--- config.mk ---
export PLATFORM = sky130hd
export DESIGN_NAME = layer_sequencer
export DESIGN_NICKNAME = d
export VERILOG_FILES = /design/src/rtl/layer_sequencer.sv
export SDC_FILE = /design/constraint.sdc
export NUM_CORES = 1
export LEC_CHECK = 0
export ABC_CLOCK_PERIOD_IN_PS = 2600
export BUFFER_PORTS_ARGS = -buffer_cell sky130_fd_sc_hd__buf_2
export CORE_ASPECT_RATIO = 0.8
export CORE_MARGIN = 5
export CORE_UTILIZATION = 35
export DETAILED_ROUTE_END_ITERATION = 6
export GPL_TIMING_DRIVEN = 0
export PLACE_DENSITY_LB_ADDON = 0.25
export SYNTH_ARGS = -nofsm -noshare
export SYNTH_HDL_FRONTEND = slang
export SYNTH_SLANG_ARGS = --single-unit
--- constraint.sdc ---
create_clock -name clk -period 2.6 [get_ports clk]
set_clock_uncertainty 0.2 [all_clocks]
set_input_delay 0.52 -clock clk [delete_from_list [all_inputs] [get_ports clk]]
set_output_delay 0.52 -clock clk [all_outputs]
set_load 0.005 [all_outputs]
--- src/rtl/layer_sequencer.sv ---
// Sequences one time-multiplexed neuron across every output of a fully connected
// layer: streams activation/weight pairs, supplies the bias, and stores each result.
module layer_sequencer #(
  parameter int IN_WIDTH    = 16,
  parameter int OUT_WIDTH   = 16,
  parameter int NUM_INPUTS  = 784,
  parameter int NUM_NEURONS = 10,
  parameter int ACT_AW      = 10,
  parameter int W_AW        = 13,
  parameter int N_AW        = 4
) (
  input  logic                 clk,
  input  logic                 rst,
  input  logic                 start,
  output logic                 busy,
  output logic                 done,
  output logic [ACT_AW-1:0]    act_addr,
  input  logic [IN_WIDTH-1:0]  act_rdata,
  output logic [W_AW-1:0]      w_addr,
  input  logic [IN_WIDTH-1:0]  w_rdata,
  output logic [N_AW-1:0]      b_addr,
  input  logic [IN_WIDTH-1:0]  b_rdata,
  output logic [IN_WIDTH-1:0]  neu_data,
  output logic [IN_WIDTH-1:0]  neu_weight,
  output logic [IN_WIDTH-1:0]  neu_bias,
  output logic                 neu_valid,
  input  logic [OUT_WIDTH-1:0] neu_out,
  input  logic                 neu_out_valid,
  output logic [N_AW-1:0]      res_addr,
  output logic [OUT_WIDTH-1:0] res_data,
  output logic                 res_we
);

  typedef enum logic [2:0] {
    S_IDLE, S_PRIME, S_STREAM, S_WAIT, S_WRITE, S_DONE
  } state_t;

  localparam logic [ACT_AW-1:0] LAST_IDX = ACT_AW'(NUM_INPUTS - 1);
  localparam logic [N_AW-1:0]   LAST_N   = N_AW'(NUM_NEURONS - 1);

  state_t                 state, state_next;
  logic                   issue;
  logic [OUT_WIDTH-1:0]   result;

  // issue marks a cycle whose address is a real read; neu_valid follows it by the
  // memory latency so data and valid line up at the neuron.
  always_ff @(posedge clk) begin
    if (rst) begin
      state     <= S_IDLE;
      act_addr  <= '0;
      w_addr    <= '0;
      b_addr    <= '0;
      issue     <= 1'b0;
      neu_valid <= 1'b0;
      result    <= '0;
    end else begin
      state     <= state_next;
      neu_valid <= issue;
      case (state)
        S_IDLE: begin
          if (start) begin
            act_addr <= '0;
            w_addr   <= '0;
            b_addr   <= '0;
            issue    <= 1'b1;
          end
        end
        S_PRIME, S_STREAM: begin
          if (issue) begin
            if (act_addr == LAST_IDX) begin
              issue <= 1'b0;
            end else begin
              act_addr <= act_addr + ACT_AW'(1);
              w_addr   <= w_addr + W_AW'(1);
            end
          end
        end
        S_WAIT: begin
          if (neu_out_valid) result <= neu_out;
        end
        S_WRITE: begin
          // The weight counter runs on from the previous neuron instead of multiplying.
          if (b_addr != LAST_N) begin
            b_addr   <= b_addr + N_AW'(1);
            act_addr <= '0;
            w_addr   <= w_addr + W_AW'(1);
            issue    <= 1'b1;
          end
        end
        default: ;
      endcase
    end
  end

  always_comb begin
    state_next = state;
    busy       = (state != S_IDLE);
    done       = 1'b0;
    res_we     = 1'b0;
    case (state)
      S_IDLE:   if (start) state_next = S_PRIME;
      S_PRIME:  state_next = S_STREAM;
      S_STREAM: if (!issue) state_next = S_WAIT;
      S_WAIT:   if (neu_out_valid) state_next = S_WRITE;
      S_WRITE: begin
        res_we     = 1'b1;
        state_next = (b_addr == LAST_N) ? S_DONE : S_PRIME;
      end
      S_DONE: begin
        done       = 1'b1;
        state_next = S_IDLE;
      end
      default:  state_next = S_IDLE;
    endcase
  end

  assign neu_data   = act_rdata;
  assign neu_weight = w_rdata;
  assign neu_bias   = b_rdata;
  assign res_addr   = b_addr;
  assign res_data   = result;

endmodule

==> flow_summary.json <==
{
  "internal_power_uw": 1190,
  "syn-cell-area_sq_mm": 0.00258,
  "antenna_cells": 0,
  "synth_area_per_cell_sq_um": 7.97,
  "drtIter0Drc": 82,
  "critical_path_buf_inv_count": 2,
  "crit_family": "simple AND/OR/NAND/NOR gates",
  "die-area_sq_mm": 0.00921,
  "fin_util_pct": 46.8,
  "yosys.area.top_type": "dfxtp_1",
  "synthCells": 324,
  "grt_antenna_before_repair": 0,
  "synth_enable_flop_cells": 0,
  "area_delta_synth_final_pct": 31.9,
  "drive_gt1_share_pct": 43.2,
  "gp_congestion": 0.842,
  "wl_per_cell_microns": 13.3,
  "die-width_microns": 106,
  "critical_path_class": "flip-flop to flip-flop",
  "insertion_delay_ps": 300,
  "maxCapViolCount": 0,
  "htreeDepth": 2,
  "max_clock_freq_mhz": 403,
  "io_pins": 167,
  "period_needed_ps": 2480,
  "ant_nets": 0,
  "pwr-share-seq_pct": 46.7,
  "synth_area_leaders": "dfxtp_1 37%, buf_4 15%, nand2_1 7.6%",
  "hold_violations": 0,
  "fin_nets": 522,
  "ys.flop_type": "dfxtp_1",
  "holdPathEnd": "res_data[15]",
  "r2r_setup_slack_ps": 120,
  "via_count": 2659,
  "grt_pass1_wl_microns": 11100,
  "r2r_cells": 8,
  "syn_nets": 396,
  "gr-usage-all-layers_pct": 14.6,
  "dp_hpwl_microns": 5560,
  "core_area_sq_mm": 0.00729,
  "port_buffers": 118,
  "rows": 28,
  "maxSlewViolCount": 0,
  "grt_max_degree": 16,
  "comb_power_share_pct": 20.7,
  "r2r-start": "b_addr[1]",
  "tns_ps": 0,
  "worstMarginPinSlew_ps": 753,
  "leakagePower_uw": 0.00159,
  "worstHoldStart": "neu_out[15]",
  "endpoint_kind": "flip-flop",
  "peakVddDrop_mv": 0.240,
  "grt_pass1_vias": 2361,
  "crit_chain": "inv_1 > ha_1 > and3b_4 > a2111oi_4 > buf_4 > o21ba_4 > or4_1 > a21oi_1",
  "first_pass_iters": 4,
  "cts_buffers": 5,
  "ys_warn_count": 0,
  "cpMaxStageDelayCell": "or4_1",
  "outcome": "finished, final reports clean",
  "rsz0062_at_grt": "false",
  "cts_hold_buf": 0,
  "arrival_ps": 2520,
  "power.share.clock_pct": 32.6,
  "clock_sinks": 48,
  "die_y_microns": 86.9,
  "power.density_mw_per_mm2": 485,
  "min_path_type": "primary input to flip-flop",
  "setup_viol": 0,
  "power_uw": 1650,
  "ys_types": 42,
  "switchingPower_uw": 457,
  "drcViolationCount": 0,
  "synth_seq_area_share_pct": 37.2,
  "synthArstFlopShare_pct": 0,
  "holdPathStages": 3,
  "wirelength_microns": 7190,
  "synth_top_area_share_pct": 37.2,
  "start_kind": "flip-flop",
  "grt_overflow": 0,
  "cts_tree": "yes",
  "crit_required_ps": 2640,
  "swShare_pct": 27.7,
  "period_share_pct": 95.4,
  "root_buffer": "clkbuf_8",
  "ys_seq_elements": 48,
  "path_max_fanout": 7,
  "via_per_inst": 4.91,
  "initial_core_util_pct": 35.5,
  "crit_path_max_incr_delay_ps": 500,
  "path_clk_slew_ps": 90,
  "clockBufferDepth": 2,
  "r2r_end": "w_addr[8]",
  "relSlewSlack_pct": 49.8
}
## per-layer routing
layer,GRT usage [%],vias up,routed length [microns]
met5,0,-,0
met4,2.82,0,22
met3,3.34,2,493
met2,24.5,90,3480
met1,19.5,1235,3190
li1,-,1332,-
## cell usage after synthesis (all sizes together) (3+ instances only)
cell type	instances
a21oi	35
a311oi	8
a31oi	5
a41oi	5
and3	3
buf	55
clkbuf	9
dfxtp	48
ha	4
inv	5
nand2	52
nand3	13
nor2	25
nor2b	4
nor3	12
o21ai	16
## layout by cell type (no fill, tap or decap), types with 2 or more instances in the layout
cell / n
a41oi_1: 5
o21ai_0: 12
nand2_1: 52
or4_1: 2
clkbuf_8: 5
nand3b_1: 2
nand3_1: 12
inv_1: 4
and4_1: 2
buf_4: 53
a31oi_1: 5
ha_1: 4
dfxtp_1: 47
buf_2: 121
nor3_1: 11
clkbuf_1: 8
a21oi_1: 35
and3_1: 3
a311oi_1: 8
a211oi_1: 2
nand2b_1: 2
o21ai_1: 3
nor2b_1: 4
nor2_1: 25
## area by class of cell
cell class	instances	area (sq um)
clock buffer	5	68.8
buffer	64	440
tap	90	113
clock inverter	3	42.5
inverter	5	18.8
sequential	48	962
multi-input combinational	207	1160
timing repair buffer	119	598
fill	737	3880
## logic make-up (layout without fill, tap and decap cells)
logic type                 count (synthesis)  after routing  synth area share (%)
muxes                                      1              1                 0.436
and+or+nand+nor                          123            123                  22.4
adders and majority gates                  4              4                  1.94
xor gates and xnor gates                   1              1                 0.630
AOI/OAI and AO/OA                         78             78                  19.7
buffers and inverters                     69            196                  17.7
DFF                                       48             48                  37.2
## power groups by stage
stage	combinational [uW]	clock, uW	sequential, uW
5_1_grt	377	590	774
3_3_place_gp	333	0	788
2_1_floorplan	218	0	786
4_1_cts	340	552	772
6_report	342	538	771
3_5_place_dp	338	0	789
## worst min-delay path: stages
cell,delay [ps]
buf_2,100
nand2_1,40
a21oi_1,50
## registers in the layout, indices dropped and copies added (netlist names)
name / cells
act_addr: 10
b_addr: 4
issue: 1
neu_valid: 1
res_data: 16
state: 3
w_addr: 13
## through the flow
step,setup slack [ps],area [sq um],std cells,hold WS (ps)
6_report,119,3410,541,250
5_1_grt,44.7,3410,541,242
3_3_place_gp,-38.5,3290,532,240
4_1_cts,43.6,3400,540,246
3_5_place_dp,-86.2,3290,532,243
2_1_floorplan,217,2580,324,253
## how the worst max path moves through the flow
stage	startpoint	endpoint	slack [ps]	cells after the start
floorplan	b_addr[1]	w_addr[8]	220	7
global placement	b_addr[1]	act_addr[1]	-40	8
detailed placement	b_addr[1]	act_addr[1]	-90	8
CTS	b_addr[1]	w_addr[8]	40	7
global route	state[0]	b_addr[2]	40	7
finish	b_addr[1]	w_addr[8]	120	8
## what timing repair did
action                     4_1_cts  5_1_grt
setup buffers                    0        1
gates resized for setup          1        1
setup endpoints to repair       11        1
pin swaps                        1        1
Note: power is estimated with default switching activity, not from simulation.
